## config.mk

```make
export PLATFORM = sky130hd
export DESIGN_NAME = fp16_normalize_round_flat
export DESIGN_NICKNAME = d
export VERILOG_FILES = /design/src/rtl/fp16_normalize_round_if.sv /design/src/rtl/fp16_normalize_round.sv /design/src/flat_wrapper.sv
export SDC_FILE = /design/constraint.sdc
export NUM_CORES = 1
export LEC_CHECK = 0
export ABC_AREA = 1
export ABC_CLOCK_PERIOD_IN_PS = 2800
export CAP_MARGIN = 20
export CELL_PAD_IN_SITES_DETAIL_PLACEMENT = 1
export CELL_PAD_IN_SITES_GLOBAL_PLACEMENT = 1
export CORE_MARGIN = 4
export CORE_UTILIZATION = 41
export DETAILED_ROUTE_END_ITERATION = 12
export PLACE_DENSITY_LB_ADDON = 0.12
export RECOVER_POWER = 100
export SKIP_CTS_REPAIR_TIMING = 1
export SLEW_MARGIN = 30
export SYNTH_ARGS = -nofsm -noshare
export SYNTH_HDL_FRONTEND = slang
export SYNTH_SLANG_ARGS = --single-unit
```

## constraint.sdc

```tcl
create_clock -name clk -period 2.8 [get_ports clk]
set_clock_uncertainty 0.15 [all_clocks]
set_input_delay 0.28 -clock clk [delete_from_list [all_inputs] [get_ports clk]]
set_output_delay 0.28 -clock clk [all_outputs]
set_load 0.1 [all_outputs]
```

## src/rtl/fp16_normalize_round_if.sv

```systemverilog
// Handshake bundle between the adder core and the normalise/round stage.
interface fp16_normalize_round_if #(
  parameter int unsigned EXP_W  = 5,
  parameter int unsigned FRAC_W = 10
);
  logic                    in_valid;
  logic                    in_ready;
  logic [FRAC_W+4:0]       mant_in;
  logic [EXP_W-1:0]        exp_in;
  logic                    sign_in;
  logic                    out_valid;
  logic                    out_ready;
  logic [EXP_W+FRAC_W:0]   result;
  logic                    overflow;
  logic                    underflow;

  // Upstream/downstream side (drives operands, consumes results)
  modport master (
    output in_valid, mant_in, exp_in, sign_in, out_ready,
    input  in_ready, out_valid, result, overflow, underflow
  );

  // Normalise/round block side
  modport slave (
    input  in_valid, mant_in, exp_in, sign_in, out_ready,
    output in_ready, out_valid, result, overflow, underflow
  );
endinterface

```

## src/rtl/fp16_normalize_round.sv

```systemverilog
// Post-addition normalise (1 bit/cycle), round-to-nearest-even and pack stage
// of the half-precision FP adder. One operation in flight.
module fp16_normalize_round #(
  parameter int unsigned EXP_W  = 5,
  parameter int unsigned FRAC_W = 10
) (
  input  logic                  clk,
  input  logic                  rst_n,
  fp16_normalize_round_if.slave bus
);
  localparam int unsigned M_W = FRAC_W + 5;      // carry, hidden, fraction, g/r/s
  localparam int unsigned E_W = EXP_W + 1;       // one spare bit for carry-out
  localparam int unsigned R_W = EXP_W + FRAC_W;  // packed magnitude width

  localparam logic [EXP_W-1:0] EXP_MAX = '1;

  localparam logic [1:0] S_IDLE  = 2'd0;
  localparam logic [1:0] S_NORM  = 2'd1;
  localparam logic [1:0] S_ROUND = 2'd2;
  localparam logic [1:0] S_DONE  = 2'd3;

  logic [1:0]       state_q, state_d;
  logic [M_W-1:0]   m_q, m_d;
  logic [E_W-1:0]   e_q, e_d;
  logic             s_q, s_d;
  logic             zero_q, zero_d;
  logic [R_W:0]     result_q, result_d;
  logic             overflow_q, overflow_d;
  logic             underflow_q, underflow_d;
  logic             out_valid_q, out_valid_d;

  logic [EXP_W-1:0] field_c;
  logic             lsb_c, g_c, r_c, st_c, inc_c;
  logic [R_W-1:0]   sum_c;
  logic [EXP_W-1:0] f_exp_c;
  logic [FRAC_W-1:0] f_frac_c;

  // Ready only while idle and out of reset
  assign bus.in_ready  = (state_q == S_IDLE) & rst_n;
  assign bus.out_valid = out_valid_q;
  assign bus.result    = result_q;
  assign bus.overflow  = overflow_q;
  assign bus.underflow = underflow_q;

  // Round-to-nearest-even; the fraction carry ripples into the exponent field
  always_comb begin
    field_c  = m_q[M_W-2] ? e_q[EXP_W-1:0] : '0;
    lsb_c    = m_q[3];
    g_c      = m_q[2];
    r_c      = m_q[1];
    st_c     = m_q[0];
    inc_c    = g_c & (r_c | st_c | lsb_c);
    sum_c    = {field_c, m_q[M_W-3:3]} + R_W'(inc_c);
    f_exp_c  = sum_c[R_W-1:FRAC_W];
    f_frac_c = sum_c[FRAC_W-1:0];
  end

  // Next-state and datapath control
  always_comb begin
    state_d     = state_q;
    m_d         = m_q;
    e_d         = e_q;
    s_d         = s_q;
    zero_d      = zero_q;
    result_d    = result_q;
    overflow_d  = overflow_q;
    underflow_d = underflow_q;
    out_valid_d = out_valid_q;

    case (state_q)
      S_IDLE: begin
        if (bus.in_valid) begin
          m_d     = bus.mant_in;
          e_d     = (bus.exp_in == '0) ? E_W'(1) : E_W'(bus.exp_in);
          s_d     = bus.sign_in;
          zero_d  = 1'b0;
          state_d = S_NORM;
        end
      end
      S_NORM: begin
        if (m_q == '0) begin
          // exact cancellation yields +0
          s_d     = 1'b0;
          zero_d  = 1'b1;
          state_d = S_ROUND;
        end else if (m_q[M_W-1]) begin
          // carry out: shift right once, folding the dropped bit into sticky
          m_d     = {1'b0, m_q[M_W-1:2], m_q[1] | m_q[0]};
          e_d     = e_q + E_W'(1);
          state_d = S_ROUND;
        end else if (m_q[M_W-2]) begin
          state_d = S_ROUND;
        end else if (e_q <= E_W'(1)) begin
          state_d = S_ROUND;
        end else begin
          m_d     = m_q << 1;
          e_d     = e_q - E_W'(1);
        end
      end
      S_ROUND: begin
        if (zero_q) begin
          result_d    = '0;
          overflow_d  = 1'b0;
          underflow_d = 1'b0;
        end else begin
          if ((e_q >= E_W'(EXP_MAX)) || (f_exp_c == EXP_MAX)) begin
            result_d   = {s_q, EXP_MAX, FRAC_W'(0)};
            overflow_d = 1'b1;
          end else begin
            result_d   = {s_q, f_exp_c, f_frac_c};
            overflow_d = 1'b0;
          end
          underflow_d = (f_exp_c == '0) & (g_c | r_c | st_c);
        end
        state_d = S_DONE;
      end
      S_DONE: begin
        if (out_valid_q && bus.out_ready) begin
          out_valid_d = 1'b0;
          state_d     = S_IDLE;
        end else begin
          out_valid_d = 1'b1;
        end
      end
      default: state_d = S_IDLE;
    endcase
  end

  // State and output registers with synchronous active-low reset
  always_ff @(posedge clk) begin
    if (!rst_n) begin
      state_q     <= S_IDLE;
      m_q         <= '0;
      e_q         <= '0;
      s_q         <= 1'b0;
      zero_q      <= 1'b0;
      result_q    <= '0;
      overflow_q  <= 1'b0;
      underflow_q <= 1'b0;
      out_valid_q <= 1'b0;
    end else begin
      state_q     <= state_d;
      m_q         <= m_d;
      e_q         <= e_d;
      s_q         <= s_d;
      zero_q      <= zero_d;
      result_q    <= result_d;
      overflow_q  <= overflow_d;
      underflow_q <= underflow_d;
      out_valid_q <= out_valid_d;
    end
  end

endmodule

```

## src/flat_wrapper.sv

```systemverilog
// flat-port wrapper written by rule: the top's interface ports become plain ports
module fp16_normalize_round_flat 
#(
  parameter int unsigned EXP_W  = 5,
  parameter int unsigned FRAC_W = 10
)
  (clk, rst_n, bus_in_valid, bus_mant_in, bus_exp_in, bus_sign_in, bus_out_ready, bus_in_ready, bus_out_valid, bus_result, bus_overflow, bus_underflow);
  fp16_normalize_round_if #(.EXP_W(EXP_W), .FRAC_W(FRAC_W)) bus_i ();
  input  logic clk;
  input  logic rst_n;
  input wire logic [$bits(bus_i.in_valid)-1:0] bus_in_valid;
  input wire logic [$bits(bus_i.mant_in)-1:0] bus_mant_in;
  input wire logic [$bits(bus_i.exp_in)-1:0] bus_exp_in;
  input wire logic [$bits(bus_i.sign_in)-1:0] bus_sign_in;
  input wire logic [$bits(bus_i.out_ready)-1:0] bus_out_ready;
  output wire logic [$bits(bus_i.in_ready)-1:0] bus_in_ready;
  output wire logic [$bits(bus_i.out_valid)-1:0] bus_out_valid;
  output wire logic [$bits(bus_i.result)-1:0] bus_result;
  output wire logic [$bits(bus_i.overflow)-1:0] bus_overflow;
  output wire logic [$bits(bus_i.underflow)-1:0] bus_underflow;
  assign bus_i.in_valid = bus_in_valid;
  assign bus_i.mant_in = bus_mant_in;
  assign bus_i.exp_in = bus_exp_in;
  assign bus_i.sign_in = bus_sign_in;
  assign bus_i.out_ready = bus_out_ready;
  assign bus_in_ready = bus_i.in_ready;
  assign bus_out_valid = bus_i.out_valid;
  assign bus_result = bus_i.result;
  assign bus_overflow = bus_i.overflow;
  assign bus_underflow = bus_i.underflow;
  fp16_normalize_round #(.EXP_W(EXP_W), .FRAC_W(FRAC_W)) u_core (.clk(clk), .rst_n(rst_n), .bus(bus_i));
endmodule
```

## Word level (Yosys, flattened, before mapping)

Index checks and enable logic that the tools add are counted.

| word-level totals | value |
|---|---|
| output and inout port bits | 20 |
| word-level logic and storage cells | 77 |
| register bits | 44 |

| cells by class | value |
|---|---|
| equal/unequal tests | 11 |
| mux-type cells | 33 |
| magnitude comparators | 2 |
| reduce and logical (&&, ||, !) cells | 11 |
| $add $sub $neg | 3 |
| bitwise operators | 7 |

Operators by type and width:

| cell | count |
|---|---|
| 2-to-1 mux 15 bit | 5 |
| 2-to-1 mux 6 bit | 5 |
| one-hot mux 15 bit (2 select lines) | 1 |
| 2-to-1 mux 16 bit | 1 |
| adder 15 x 1 -> 15 bit | 1 |
| logical NOT 15 bit | 1 |
| 2-to-1 mux 14 bit | 1 |
| 2-to-1 mux 2 bit | 6 |
| one-hot mux 6 bit (2 select lines) | 1 |
| logical NOT 5 bit | 2 |
| 2-to-1 mux 5 bit | 2 |
| AND reduction 3 bit | 3 |
| 2-to-1 mux 1 bit | 8 |
| one-hot mux 2 bit (4 select lines) | 1 |
| adder 6 x 1 -> 6 bit (second input constant) | 1 |
| greater-or-equal comparator 6 x 5 -> 1 bit (second input constant) | 1 |
| less-or-equal comparator 6 x 1 -> 1 bit (second input constant) | 1 |
| != test 3 x 2 -> 1 bit (second input constant) | 2 |
| subtractor 6 x 1 -> 6 bit (second input constant) | 1 |
| == test 5 bit (second input constant) | 1 |
| != test 5 x 1 -> 1 bit (second input constant) | 1 |
| AND reduction 5 bit | 1 |
| == test 2 bit (second input constant) | 2 |
| != test 2 x 1 -> 1 bit (second input constant) | 2 |
| 9 further kinds | 16 |

## Longest topological paths before layout

| logic depth | value |
|---|---|
| depth in word-level cells | 8 |
| depth in mapped cells | 14 |
| depth with buffers taken out | 13 |

## Least setup slack after synthesis

Ideal clock, no wire load.

| timing path | value |
|---|---|
| path kind | register to register |
| start point | register u_core.e_q[0] |
| end point | register u_core.e_q[0] |
| period minus slack after synthesis | 1.897 ns |
| arrival time | 1.619 ns |
| path slack | 0.903 ns |
| setup time | 0.128 ns |
| stages on the path, launching flop included | 12 |
| path through | dfxtp_1 -> inv_1 -> ha_1 -> o2111ai_2 -> nand2_1 -> nand2_1 -> nand2_8 -> inv_2 -> buf_6 -> nand2_1 -> o21ai_1 -> nor2_1 |

| on the way | value |
|---|---|
| cells in the longest elaborated chain, start to end | 6 |
| elaborated cells on any way between the ends | 10 |
| classes of those cells | add/sub: 2; order compare: 1; eq/ne: 1; mux: 5; reduce/logical: 1 |

Ends and longest elaborated chain:

| element | line | RTL |
|---|---|---|
| start: declaration | fp16_normalize_round.sv:24 | `logic [E_W-1:0] e_q, e_d;` |
| start signal: assignment | fp16_normalize_round.sv:134 | `e_q <= '0;` |
| start signal: assignment | fp16_normalize_round.sv:144 | `e_q <= e_d;` |
| subtractor 6 x 1 -> 6 bit | fp16_normalize_round.sv:97 | `e_d = e_q - E_W'(1);` |
| 2-to-1 mux 6 bit | fp16_normalize_round.sv:93 | `end else if (e_q <= E_W'(1)) begin` |
| 2-to-1 mux 6 bit | fp16_normalize_round.sv:91 | `end else if (m_q[M_W-2]) begin` |
| 2-to-1 mux 6 bit | fp16_normalize_round.sv:86 | `end else if (m_q[M_W-1]) begin` |
| 2-to-1 mux 6 bit | fp16_normalize_round.sv:81 | `if (m_q == '0) begin` |
| one-hot mux 6 bit (2 select lines) | fp16_normalize_round.sv:70 | `case (state_q)` |

Several ways; a longest one is shown, not always the timed one. The select of a mux whose other input is x is not followed.
A chain may end at the register's enable or synchronous reset.

## Final worst setup path

| timing path | value |
|---|---|
| start point | register u_core.state_q[1] |
| end point | register u_core.e_q[5] |

| on the way | value |
|---|---|
| cells in the longest elaborated chain, start to end | 3 |
| elaborated cells on any way between the ends | 9 |
| classes of those cells | eq/ne: 5; mux: 1; reduce/logical: 3 |

Ends and longest elaborated chain:

| element | line | RTL |
|---|---|---|
| start: declaration | fp16_normalize_round.sv:22 | `logic [1:0] state_q, state_d;` |
| start signal: assignment | fp16_normalize_round.sv:142 | `state_q <= state_d;` |
| == test 2 x 1 -> 1 bit or logical NOT 2 bit (tied branches) | fp16_normalize_round.sv:70 |  |
| != test 3 x 2 -> 1 bit (no source line), or another cell as far along | -- |  |
| AND reduction 5 bit (no source line) | -- |  |

Several ways; a longest one is shown, not always the timed one.

==> results_dict.tcl <==
set metrics [dict create \
    hold_class "flop to flop" \
    finalMaxSlewViolations 0 \
    post-synth-top-area-fraction 0.309 \
    nets 491 \
    end_kind "flop" \
    synth_common_cells "126 x nand2_1, 44 x dfxtp_1, 35 x inv_1" \
    max-slew-margin-rel 0.203 \
    r2r-end "u_core.e_q[5]$_SDFFE_PN0P_" \
    pwr-share-seq 0.288 \
    route.met3.wl_um 231 \
    cts-root-buf "clkbuf_8" \
    internal-power_mw 1.68 \
    worst_pin_slew_ns 1.20 \
    power_leakage_nw 1.42 \
    yosysMostFrequentCell "nand2_1" \
    grt.overflow.total 0 \
    fp.coreArea_um2 6760 \
    outcome "finished clean" \
    gp_congestion 0.858 \
    fin_util 0.482 \
    detail-route-antenna-nets 0 \
    yosys.area.top_type "dfxtp_1" \
    grtUsageTotal 0.201 \
    synth_edf_count 0 \
    dr.max_layer_used "met4" \
    num_vias 2925 \
    cts_buffers 5 \
    tns_ns 0 \
    route.met2.wl_um 4000 \
    worstPathRequired_ns 2.89 \
    wl_per_cell_um 15.0 \
    post_synth.cell_area_avg_um2 6.70 \
    grt_pass1_wl_um 13900 \
    hold_violations 0 \
    clock-sinks 44 \
    insertion_delay_ns 0.30 \
    dp.final_hpwl_um 6090 \
    rsz0062_at_grt "false" \
    cts_tree "built" \
    clk_pin_slew_worst_paths_ns 0.09 \
    fmax_mhz 401 \
    antenna_found_initial 0 \
    viasPerCell 5.43 \
    power_mw 3.70 \
    drtIter0Drc 57 \
    drt-pass1-iter-count 4 \
    ys_ff_latch 44 \
    synth_ff_type "dfxtp_1" \
    drive_above_1_share 0.0937 \
    drt-met1-wl_um 3740 \
    setup_viol 0 \
    crit_path_max_fanout 24 \
    antenna_cells 0 \
    r2r_setup_slack_ns 0.31 \
    p_switching_mw 2.02 \
    die_x_um 91.3 \
    clkPwrFrac 0.134 \
    r2r_start "u_core.state_q[1]$_SDFFE_PN0P_" \
    holdPathStages 2 \
    synth.cell_area_um2 2850 \
    syn_inst 425 \
    reg2reg_depth 12 \
    async_flop_share 0 \
    io_buffers 44 \
    initial_core_util 0.421 \
    min_from "u_core.bus.result[3]$_SDFFE_PN0P_" \
    finalCriticalPeriod_ns 2.49 \
    vdd_drop_max_mv 0.483 \
    holdWs_ns 0.318 \
    grt_max_degree 25 \
    h-tree-depth 2 \
    critPathKind "flop to flop" \
    finalInstanceArea_um2 3260 \
    drcViolationCount 0 \
    routed_wirelength_um 8060 \
    power.density_nw_per_um2 1130 \
    post-route-period-util 0.890 \
    startpoint_type "flop" \
    cp.arrival_ns 2.58 \
    die_area_um2 8340 \
    yosys.cell_types.count 37 \
    cts_buffer_depth 2 \
    swShare 0.546 \
    hold_end "u_core.bus.result[3]$_SDFFE_PN0P_" \
    drv_cap 0 \
    syn_nets 458 \
    synth_area_leaders "dfxtp_1 31%, nand2_1 17%, a21oi_1 5.4%" \
    pwr-share-comb 0.578 \
    area_delta_synth_final_pct 14.4 \
    ys_seq_area_frac 0.309 \
    yosysWarnings 0 \
    placed_cell_area_um2 3250 \
    io_pins 45 \
    grt_pass1_vias 2916 \
    rows 30 \
    die_y_um 91.3 \
]
## sequential cells by signal (all words and copies together), names as in the netlist
| register | count |
|---|---|
| u_core.bus.underflow | 1 |
| u_core.bus.overflow | 1 |
| u_core.bus.result | 16 |
| u_core.state_q | 2 |
| u_core.e_q | 6 |
| u_core.m_q | 15 |
| u_core.bus.out_valid | 1 |
| u_core.zero_q | 1 |
| u_core.s_q | 1 |
## final cells by class
| class | count | area, um^2 |
|---|---|---|
| Fill cell | 932 | 3500 |
| Multi-Input combinational cell | 316 | 1660 |
| Sequential cell | 44 | 881 |
| Timing Repair Buffer | 48 | 347 |
| Inverter | 43 | 161 |
| Tap cell | 80 | 100 |
| Clock buffer | 6 | 72.6 |
| Clock inverter | 2 | 35.0 |
## cells in the final DEF, fill, tap and decap left out
cell | synthesis | final
a21oi_1 | 31 | 33
inv_2 | 8 | 7
nand4_1 | 17 | 17
o41ai_1 | 1 | 1
inv_1 | 35 | 36
a21oi_4 | 1 | 1
nor2_1 | 28 | 27
clkbuf_8 | 0 | 5
o21a_1 | 1 | 1
nand2_8 | 1 | 1
a22oi_1 | 1 | 1
ha_1 | 8 | 8
o31ai_1 | 1 | 1
dlymetal6s2s_1 | 0 | 1
a22o_1 | 2 | 2
nand4_2 | 1 | 1
nand3_1 | 18 | 19
nand3_2 | 2 | 1
buf_4 | 2 | 2
nor4_1 | 2 | 2
clkdlybuf4s50_1 | 0 | 24
a31oi_1 | 14 | 14
nand2_4 | 2 | 2
nor2_2 | 5 | 6
a31o_2 | 1 | 1
bufinv_16 | 0 | 1
clkinv_2 | 0 | 1
nand2_2 | 3 | 2
clkbuf_1 | 5 | 22
nor2_8 | 1 | 1
nand2_1 | 126 | 127
o21ai_0 | 26 | 27
xor2_1 | 6 | 6
o2111ai_2 | 1 | 1
a21oi_2 | 11 | 9
dfxtp_1 | 44 | 44
nor3_1 | 3 | 3
nor2_4 | 1 | 1
## critical path: stages (launching register included)
cell and delay (ns):
dfxtp_1 0.34, inv_1 0.09, ha_1 0.27, inv_2 0.23, a21oi_4 0.23, nand2_1 0.19, nand2_4 0.16, nand2_8 0.13
inv_2 0.32, nand2_1 0.09, nand2_1 0.07, nand2_1 0.05, nor2_1 0.09
## worst max-delay path by stage
stage / end / slack [ns] / startpoint / cells after the start
final: u_core.e_q[5]$_SDFFE_PN0P_ / 0.31 / u_core.state_q[1]$_SDFFE_PN0P_ / 12
after global routing: u_core.bus.result[13]$_SDFFE_PN0P_ / 0.07 / u_core.m_q[3]$_SDFFE_PN0P_ / 11
after CTS: u_core.m_q[12]$_SDFFE_PN0P_ / 0.25 / u_core.state_q[1]$_SDFFE_PN0P_ / 10
after detailed placement: u_core.m_q[9]$_SDFFE_PN0P_ / 0.30 / u_core.state_q[1]$_SDFFE_PN0P_ / 10
after floorplan: u_core.e_q[0]$_SDFFE_PN0P_ / 0.90 / u_core.e_q[0]$_SDFFE_PN0P_ / 11
after global placement: u_core.m_q[2]$_SDFFE_PN0P_ / 0.40 / u_core.state_q[1]$_SDFFE_PN0P_ / 10
## stage by stage
step / cells / setup WS, ns
floorplan: 425 / 0.903
global placement: 531 / 0.395
detailed placement: 531 / 0.299
CTS: 539 / 0.252
global route: 539 / 0.0725
finish: 539 / 0.307
## kinds of logic (layout without fill, tap and decap cells)
kind of cell             after synthesis  after routing  share of synthesized area
AO/OA/AOI/OAI                         92             92                      0.198
XOR/XNOR                               6              6                     0.0185
adder cells (fa/ha/maj)                8              8                     0.0352
buffers and inverters                 65             99                      0.103
flip-flops                            44             44                      0.309
AND/OR/NAND/NOR                      210            210                      0.337
## power groups by stage
stage	registers (mW)	clock network, mW	logic [mW]
floorplan	1.20	0	1.65
global placement	1.08	0	2.18
detailed placement	1.08	0	2.22
CTS	1.07	0.509	2.23
global route	1.10	0.533	2.39
finish	1.07	0.494	2.13
## per-layer routing
layer	vias to the layer above	GRT usage
met4	0	0.0553
li1	1472	-
met3	8	0.0331
met5	-	0
met2	42	0.353
met1	1403	0.251
No activity file was read; power rests on OpenSTA's default activity.
